`src/rtl/dmem_arb_pkg.sv`:
```
// Shared definitions for the data-memory arbiter: FSM states, master
// indices and the read-latency counter width.
package dmem_arb_pkg;

    typedef enum logic [1:0] {
        ST_IDLE  = 2'd0,
        ST_ISSUE = 2'd1,
        ST_WAIT  = 2'd2,
        ST_ACK   = 2'd3
    } arb_state_e;

    localparam logic M_CPU = 1'b0;
    localparam logic M_DBG = 1'b1;

    // Wide enough for read latencies 1..7.
    localparam int LAT_W = 3;

endpackage

```
`src/rtl/dmem_arbiter_rr_arb2.sv`:
```
// Two-way request arbiter.
// Build option DMEM_ARB_RR_EN: when defined, contention is resolved
// round-robin against a last-granted pointer (m0 wins first out of reset);
// when undefined, m0 always wins and m1 may starve.
module rr_arb2
    import dmem_arb_pkg::*;
(
    input  logic clk,
    input  logic rst_n,
    input  logic req0_i,
    input  logic req1_i,
    input  logic grant_en_i,
    output logic winner_o
);

`ifdef DMEM_ARB_RR_EN
    logic last_q;
    logic last_d;

    // On contention favour the master that did not win last time.
    always_comb begin
        winner_o = M_CPU;
        if (req0_i && req1_i) begin
            winner_o = ~last_q;
        end else if (req1_i) begin
            winner_o = M_DBG;
        end
    end

    // Pointer follows every grant, contended or not.
    always_comb begin
        last_d = last_q;
        if (grant_en_i) begin
            last_d = winner_o;
        end
    end

    // Last-granted pointer; reset to m1 so that m0 wins the first contention.
    always_ff @(posedge clk or negedge rst_n) begin
        if (!rst_n) begin
            last_q <= M_DBG;
        end else begin
            last_q <= last_d;
        end
    end
`else
    // Fixed priority: m0 first, m1 only when m0 is quiet.
    always_comb begin
        winner_o = M_CPU;
        if (!req0_i && req1_i) begin
            winner_o = M_DBG;
        end
    end

    // No pointer state is kept in this build.
    logic unused_fixed;
    assign unused_fixed = &{1'b0, clk, rst_n, grant_en_i};
`endif

endmodule

```
`src/rtl/dmem_arbiter.sv`:
```
// Shares the single-ported data memory between the CPU port (m0) and the
// loader/debug port (m1): one access per grant, waits out the read latency,
// then pulses a one-cycle ack with registered read data. All outputs are
// registered. Arbitration policy on contention is selected by the
// DMEM_ARB_RR_EN build option (see rr_arb2).
module dmem_arbiter
    import dmem_arb_pkg::*;
#(
    parameter int unsigned RD_LAT = 1
) (
    input  logic        clk,
    input  logic        reset,
    input  logic        m0_req,
    input  logic [31:0] m0_addr,
    input  logic [31:0] m0_wdata,
    input  logic [3:0]  m0_we,
    output logic        m0_ack,
    output logic [31:0] m0_rdata,
    input  logic        m1_req,
    input  logic [31:0] m1_addr,
    input  logic [31:0] m1_wdata,
    input  logic [3:0]  m1_we,
    output logic        m1_ack,
    output logic [31:0] m1_rdata,
    output logic        mem_en,
    output logic [31:0] mem_addr,
    output logic [31:0] mem_wdata,
    output logic [3:0]  mem_we,
    input  logic [31:0] mem_rdata,
    output logic        busy,
    output logic        grant
);

    localparam logic [LAT_W-1:0] RD_LAT_C = LAT_W'(RD_LAT);

    arb_state_e        state_q, state_d;
    logic [LAT_W-1:0]  cnt_q, cnt_d;
    logic [31:0]       addr_q, addr_d;
    logic [31:0]       wdata_q, wdata_d;
    logic [3:0]        we_q, we_d;
    logic [31:0]       rdata_q, rdata_d;
    logic              grant_q, grant_d;
    logic              busy_q, busy_d;
    logic              mem_en_q, mem_en_d;
    logic [3:0]        mem_we_q, mem_we_d;
    logic              ack0_q, ack0_d;
    logic              ack1_q, ack1_d;

    logic              grant_en;
    logic              winner;

    rr_arb2 u_arb (
        .clk        (clk),
        .rst_n      (reset),
        .req0_i     (m0_req),
        .req1_i     (m1_req),
        .grant_en_i (grant_en),
        .winner_o   (winner)
    );

    // Next-state logic; strobes and acks are computed one cycle early so
    // they leave the chip straight from flops.
    always_comb begin
        state_d  = state_q;
        cnt_d    = cnt_q;
        addr_d   = addr_q;
        wdata_d  = wdata_q;
        we_d     = we_q;
        rdata_d  = rdata_q;
        grant_d  = grant_q;
        grant_en = 1'b0;
        mem_en_d = 1'b0;
        mem_we_d = 4'b0000;
        ack0_d   = 1'b0;
        ack1_d   = 1'b0;

        case (state_q)
            ST_IDLE: begin
                if (m0_req || m1_req) begin
                    grant_en = 1'b1;
                    grant_d  = winner;
                    addr_d   = (winner == M_DBG) ? m1_addr  : m0_addr;
                    wdata_d  = (winner == M_DBG) ? m1_wdata : m0_wdata;
                    we_d     = (winner == M_DBG) ? m1_we    : m0_we;
                    mem_en_d = 1'b1;
                    mem_we_d = (winner == M_DBG) ? m1_we    : m0_we;
                    state_d  = ST_ISSUE;
                end
            end
            ST_ISSUE: begin
                if (we_q != 4'b0000) begin
                    ack0_d  = (grant_q == M_CPU);
                    ack1_d  = (grant_q == M_DBG);
                    state_d = ST_ACK;
                end else begin
                    cnt_d   = RD_LAT_C;
                    state_d = ST_WAIT;
                end
            end
            ST_WAIT: begin
                cnt_d = cnt_q - 3'd1;
                if (cnt_q == 3'd1) begin
                    rdata_d = mem_rdata;
                    ack0_d  = (grant_q == M_CPU);
                    ack1_d  = (grant_q == M_DBG);
                    state_d = ST_ACK;
                end
            end
            ST_ACK: begin
                // Requests are ignored here; a held req becomes a new
                // transaction in the following IDLE cycle.
                state_d = ST_IDLE;
            end
            default: begin
                state_d = ST_IDLE;
            end
        endcase

        busy_d = (state_d != ST_IDLE);
    end

    // State and datapath registers; reset drops any in-flight access.
    always_ff @(posedge clk or negedge reset) begin
        if (!reset) begin
            state_q  <= ST_IDLE;
            cnt_q    <= '0;
            addr_q   <= '0;
            wdata_q  <= '0;
            we_q     <= '0;
            rdata_q  <= '0;
            grant_q  <= M_CPU;
            busy_q   <= 1'b0;
            mem_en_q <= 1'b0;
            mem_we_q <= '0;
            ack0_q   <= 1'b0;
            ack1_q   <= 1'b0;
        end else begin
            state_q  <= state_d;
            cnt_q    <= cnt_d;
            addr_q   <= addr_d;
            wdata_q  <= wdata_d;
            we_q     <= we_d;
            rdata_q  <= rdata_d;
            grant_q  <= grant_d;
            busy_q   <= busy_d;
            mem_en_q <= mem_en_d;
            mem_we_q <= mem_we_d;
            ack0_q   <= ack0_d;
            ack1_q   <= ack1_d;
        end
    end

    assign m0_ack    = ack0_q;
    assign m1_ack    = ack1_q;
    assign m0_rdata  = rdata_q;
    assign m1_rdata  = rdata_q;
    assign mem_en    = mem_en_q;
    assign mem_addr  = addr_q;
    assign mem_wdata = wdata_q;
    assign mem_we    = mem_we_q;
    assign busy      = busy_q;
    assign grant     = grant_q;

endmodule

```
`config.mk`:
```
export PLATFORM = sky130hd
export DESIGN_NAME = dmem_arbiter
export DESIGN_NICKNAME = d
export VERILOG_FILES = /design/src/rtl/dmem_arb_pkg.sv /design/src/rtl/dmem_arbiter_rr_arb2.sv /design/src/rtl/dmem_arbiter.sv
export SDC_FILE = /design/constraint.sdc
export NUM_CORES = 1
export LEC_CHECK = 0
export CAP_MARGIN = 40
export CORE_AREA = 2 2 120 122
export DETAILED_ROUTE_END_ITERATION = 12
export DIE_AREA = 0 0 122 124
export GPL_TIMING_DRIVEN = 0
export HOLD_SLACK_MARGIN = 0.02
export PLACE_DENSITY = 0.79
export SYNTH_ARGS = -nofsm -noshare
export SYNTH_HDL_FRONTEND = slang
export SYNTH_HIERARCHICAL = 1
export SYNTH_SLANG_ARGS = --single-unit
```
`constraint.sdc`:
```
create_clock -name clk -period 2.3 [get_ports clk]
set_clock_uncertainty 0.05 [all_clocks]
set_input_delay 0.345 -clock clk [delete_from_list [all_inputs] [get_ports clk]]
set_output_delay 0.345 -clock clk [all_outputs]
set_load 0.02 [all_outputs]
```
# Word-level counts from Yosys, hierarchy flattened
# Index checks and enable logic that the tools add are counted.
[totals] regBits=114 input_bits=172 out_inout_bits=137 wordCells=49
[op_classes] n_addsub=1 n_eq_ne=5 muxes=20 bitwise_logic=1 n_reduce_logical=10
[op_table] op="32-bit two-way mux" n=2
[op_table] op="4-bit two-way mux" n=3
[op_table] op="1-bit two-way mux" n=8
[op_table] op="2-bit case mux with 4 select lines" n=1
[op_table] op="3-bit case mux with 2 select lines" n=1
[op_table] op="2-bit AND reduction" n=3
[op_table] op="2-bit equality test, second input constant" n=2
[op_table] op="2-bit two-way mux" n=2
[op_table] op="1-bit case mux with 2 select lines" n=2
[op_table] op="2-bit nonzero test" n=2
[op_table] op="4-bit nonzero test" n=1
[op_table] op="3-bit by 1-bit equality test with 1-bit output, second input constant" n=1
[op_table] op="3-bit two-way mux" n=1
[op_table] op="3-bit by 1-bit subtractor with 3-bit output, second input constant" n=1
[op_table] op="2-bit by 1-bit equality test with 1-bit output, second input constant" n=1
[op_table] op="2-bit logical NOT" n=1
[op_table] op="2-bit inequality test, second input constant" n=1
[op_table] op="1-bit logical AND" n=1
[op_table] op="1-bit logical NOT" n=1
[op_table] op="1-bit logical OR" n=1
[op_table] op="1-bit inverter" n=1

# Depth between registers and ports, before layout
# Gate-level depths: netlist (run 1).
[depth] word_depth=6 depth_mapped=8

# Cells and area by module
# Netlist (run 1), hierarchy kept.
[by_module_without_submodules] mod="dmem_arbiter" instances=1 cells_per_inst=444 area_each_um2=5122.4 seq_area_each_um2=2852.7
[by_module_without_submodules] mod="rr_arb2" instances=1 cells_per_inst=1 area_each_um2=13.8 seq_area_each_um2=0.0

# Worst setup path before layout (run 1)
# OpenSTA, ideal clock, no wires.
[synth_path] kind="flip-flop to flip-flop" start="register state_q[0]" end="register rdata_q[10] (netlist: m0_rdata[10])" setup_ns=0.125 arrival_time_ns=1.451 required_time_ns=2.125 slack_ns=0.674 path_stages_with_launch=6 path_buffers=1 period_less_slack_ns=1.626 path_cell_list="dfrtp_1 inv_1 ha_1 nand3b_1 buf_2 mux2_2"
[synth_between] elab_chain_cells=2
[synth_rtl] item="start: declaration" line_no="dmem_arbiter.sv:36" rtl="arb_state_e state_q, state_d;"
[synth_rtl] item="start signal: assignment" line_no="dmem_arbiter.sv:138" rtl="state_q <= state_d;"
[synth_rtl] item="2-bit equality test" line_no="dmem_arbiter.sv:77" rtl="case (state_q)"
[synth_rtl] item="2-bit AND reduction (no line)"
[synth_rtl] item="end signal: assignment" line_no="dmem_arbiter.sv:143" rtl="rdata_q <= rdata_d;"
[synth_rtl] item="end: declaration" line_no="dmem_arbiter.sv:41" rtl="logic [31:0] rdata_q, rdata_d;"
# Every way passes these cells.
# A chain may end at the register's enable or synchronous reset.

# Worst setup path in the final report (run 1)
[layout_path] start="input m1_req" end="register wdata_q[26] (netlist: mem_wdata[26])"
[layout_between] elab_chain_cells=3 elab_cells_between_ends=5 classes_between="2 x mux; 3 x reduce/logical"
[layout_rtl] item="start: declaration" line_no="dmem_arbiter.sv:19" rtl="input logic m1_req,"
[layout_rtl] item="1-bit logical AND" line_no="dmem_arbiter_rr_arb2.sv:50" rtl="if (!req0_i && req1_i) begin"
[layout_rtl] item="1-bit two-way mux" line_no="dmem_arbiter_rr_arb2.sv:50"
[layout_rtl] item="net winner" line_no="dmem_arbiter.sv:50" rtl="logic winner;"
[layout_rtl] item="32-bit two-way mux" line_no="dmem_arbiter.sv:83" rtl="wdata_d = (winner == M_DBG) ? m1_wdata : m0_wdata;"
[layout_rtl] item="end signal: assignment" line_no="dmem_arbiter.sv:141" rtl="wdata_q <= wdata_d;"
[layout_rtl] item="end: declaration" line_no="dmem_arbiter.sv:39" rtl="logic [31:0] wdata_q, wdata_d;"
# The timed path passes the listed nets, and every way through them passes these cells.

==> results_dict.tcl, run 1 <==
set metrics [dict create \
    wl_met1_um 5790 \
    tightest_slew_ns 0.622 \
    post-route-period-util 0.891 \
    grt_pass1_vias 4706 \
    first_pass_iters 4 \
    port_buffers 308 \
    wl_met3_um 1430 \
    start_kind "primary input" \
    clock-sinks 114 \
    place.gp.congestion 0.801 \
    ir_drop_mv 0.481 \
    worstSkewPairLatency_ns 0.39 \
    syn_inst 445 \
    fp-row-count 43 \
    powerDensity_nw_per_um2 1420 \
    finalSetupViolations 0 \
    slew_headroom 0.586 \
    syn2layout_area_growth_pct 76.4 \
    ys_ff_latch 114 \
    yosysMostFrequentCell "dfrtp_1" \
    synth_area_leaders "dfrtp_1 (56%), mux2i_1 (13%), mux2_2 (7.0%)" \
    htreeDepth 4 \
    cts_root_buf "clkbuf_16" \
    fmax_ghz 0.488 \
    ys_warn_count 6 \
    worstPathArrival_ns 2.25 \
    numCtsBuffers 17 \
    cts_buffer_depth 2 \
    dieArea_um2 15100 \
    status "finished, final reports clean" \
    fp.dieH_um 124 \
    wl_met2_um 8530 \
    cts_tree "done" \
    async_flop_share 1.00 \
    post_cts_buffers 0 \
    synth.avg_cell_area_um2 11.5 \
    synth.top_cells.by_count "dfrtp_1 (114), nand2_1 (70), mux2i_1 (68), o21ai_0 (66), buf_4 (33)" \
    grt_max_degree 69 \
    path_clk_slew_ns 0.05 \
    leakage_nw 3.93 \
    nets 951 \
    drv_cap 0 \
    hp-class "reg -> reg" \
    grt_pass1_wl_um 23900 \
    finalCriticalPeriod_ns 2.05 \
    dieWidth_um 122 \
    hold_viol 0 \
    dpl-instance-area_um2 8470 \
    dp_hpwl_um 13000 \
    rsz0062_at_grt "no" \
    ys.flop_type "dfrtp_1" \
    postRouteAntennaNets 0 \
    cts_resized 0 \
    slew_viol_final 0 \
    min_from "mem_addr[10]" \
    ys_seq_area_frac 0.555 \
    wirelength_um 16000 \
    dr.max_layer_used "met4" \
    n_fill_cell 1044 \
    yosys.area.top_type "dfrtp_1" \
    drcViolationCount 0 \
    antenna_found_initial 0 \
    diodes 0 \
    critPathCaptureType "flop" \
    path_class "in -> reg" \
    postLayoutCellArea_um2 9060 \
    startpoint "m1_req" \
    synth_top_area_frac 0.555 \
    viasPerCell 4.74 \
    required_ns 2.50 \
    grtUsageTotal 0.209 \
    syn_nets 622 \
    reg2reg_from "state_q[0]" \
    core_area_um2 13700 \
    final_util 0.660 \
    synth_edf_count 0 \
    vias 4576 \
    netlist_area_um2 5140 \
    wl_per_cell_um 16.6 \
    initial_core_util 0.374 \
    ys_types 29 \
    drive_above_1_share 0.146 \
    boundaryPins 309 \
    crit_fanout 10 \
    drt_iter0_drc 143 \
    gr-total-overflow 0 \
]
final timing paths:
check | to | slack, ns | cells past startpoint
worst max-delay path | mem_wdata[26] | 0.25 | 7
worst min-delay path | mem_addr[10] | 0.43 | 2
worst max register to register | mem_wdata[20] | 0.30 | 8
worst min register to register | mem_addr[10] | 0.43 | 2
max in group asynchronous | grant | 1.00 | 3
min in group asynchronous | mem_addr[15] | 0.44 | 2
state kept, by name, indices dropped and copies added, names as in the netlist:
name	flops
m0_rdata	32
mem_addr	32
mem_wdata	32
mem_we	4
we_q	4
cnt_q	3
state_q	2
busy	1
grant	1
m0_ack	1
m1_ack	1
mem_en	1
routing by layer:
metal | track usage | up-vias
met5 | 0 | -
met1 | 0.222 | 2182
met4 | 0.0682 | 0
met2 | 0.387 | 225
met3 | 0.0728 | 20
li1 | - | 2149
placed cells by master (no fill, tap or decap), types with 2 or more instances in the layout:
master	synthesis	routed
inv_1	5	5
and3b_1	2	2
bufinv_16	0	2
mux2i_1	68	68
clkbuf_16	0	17
buf_1	2	2
o21ai_0	66	66
buf_2	14	14
ha_1	5	5
nor2b_1	2	2
clkbuf_8	0	3
clkdlybuf4s50_1	0	307
nand3b_1	2	2
buf_4	33	34
mux2_2	32	32
clkinvlp_4	0	3
nor2_1	5	5
clkinv_2	0	3
nand2_1	70	70
clkbuf_1	9	11
a21o_1	3	3
dfrtp_1	114	114
area by class of cell:
cell class              count  area [um2]  area share
plain buffers              58         359      0.0396
clock inverters             9         106      0.0117
clock buffers              22         474      0.0523
multi-input cells         268        1910       0.210
flip-flops and latches    114        2850       0.315
inverters                   5        18.8     0.00207
well taps                 180         225      0.0249
repair buffers            310        3120       0.344
worst max-delay path, stage by stage:
cell	delay, ns
clkdlybuf4s50_1	0.50
nor2b_4	0.14
buf_2	0.20
buf_4	0.28
buf_2	0.36
mux2i_1	0.30
o21ai_0	0.13
kinds of logic (layout without fill, tap and decap cells):
| family | after synthesis | count (layout) | synth area share |
|---|---|---|---|
| multiplexers | 100 | 100 | 0.203 |
| adder cells (fa/ha/maj) | 5 | 5 | 0.0122 |
| flip-flops | 114 | 114 | 0.555 |
| buffers and inverters | 63 | 404 | 0.0736 |
| AND/OR/NAND/NOR | 85 | 85 | 0.0702 |
| AO/OA/AOI/OAI | 78 | 78 | 0.0860 |
power by group:
group	internal [W]	switching, W	total [W]
sequential	0.00300	0.000640	0.00363
combinational	0.00339	0.00324	0.00663
clock	0.00167	0.000882	0.00255
total	0.00806	0.00476	0.0128
timing repair:
item | 4_1_cts | 5_1_grt
endpoints found under the hold margin | 46 | 0
setup endpoints to repair | 0 | 0
hold buffers | 1 | 0
through the flow:
stage / hold WS [ns] / power (W) / std cells / setup WS [ns] / TNS [ns]
floorplan: -0.000591 / 0.00700 / 445 / 0.674 / 0
finish: 0.426 / 0.0128 / 966 / 0.250 / 0
CTS: 0.431 / 0.0130 / 966 / 0.221 / 0
detailed placement: 0.341 / 0.0104 / 934 / -0.188 / -1.06
global placement: 0.412 / 0.0102 / 933 / -3.39 / -385.61
global route: 0.453 / 0.0135 / 966 / 0.0871 / 0
No activity file was read; power rests on OpenSTA's default activity.
==> run 2, diff against run 1 <==
--- a/config.mk
+++ b/config.mk
@@ -13,4 +13,5 @@
 export HOLD_SLACK_MARGIN = 0.02
 export PLACE_DENSITY = 0.79
+export SKIP_LAST_GASP = 1
 export SYNTH_ARGS = -nofsm -noshare
 export SYNTH_HDL_FRONTEND = slang
--- a/constraint.sdc
+++ b/constraint.sdc
@@ -3,3 +3,3 @@
 set_input_delay 0.345 -clock clk [delete_from_list [all_inputs] [get_ports clk]]
 set_output_delay 0.345 -clock clk [all_outputs]
-set_load 0.02 [all_outputs]
+set_load 0.005 [all_outputs]
==> results of run 2 <==
The final DEF is identical to that of run 1. Status: finished, final reports clean.
Main changes from that run: total power 0.0128 W -> 0.0114 W; worst IR drop on VDD 0.481 mV -> 0.460 mV
==> run 3, diff against run 2 <==
- SKIP_CTS_REPAIR_TIMING: not set -> 1
==> results of run 3 <==
The final DEF is identical to that of run 1. Status: finished, final reports clean.
Main changes from that run: total power 0.0128 W -> 0.0114 W; worst IR drop on VDD 0.481 mV -> 0.460 mV
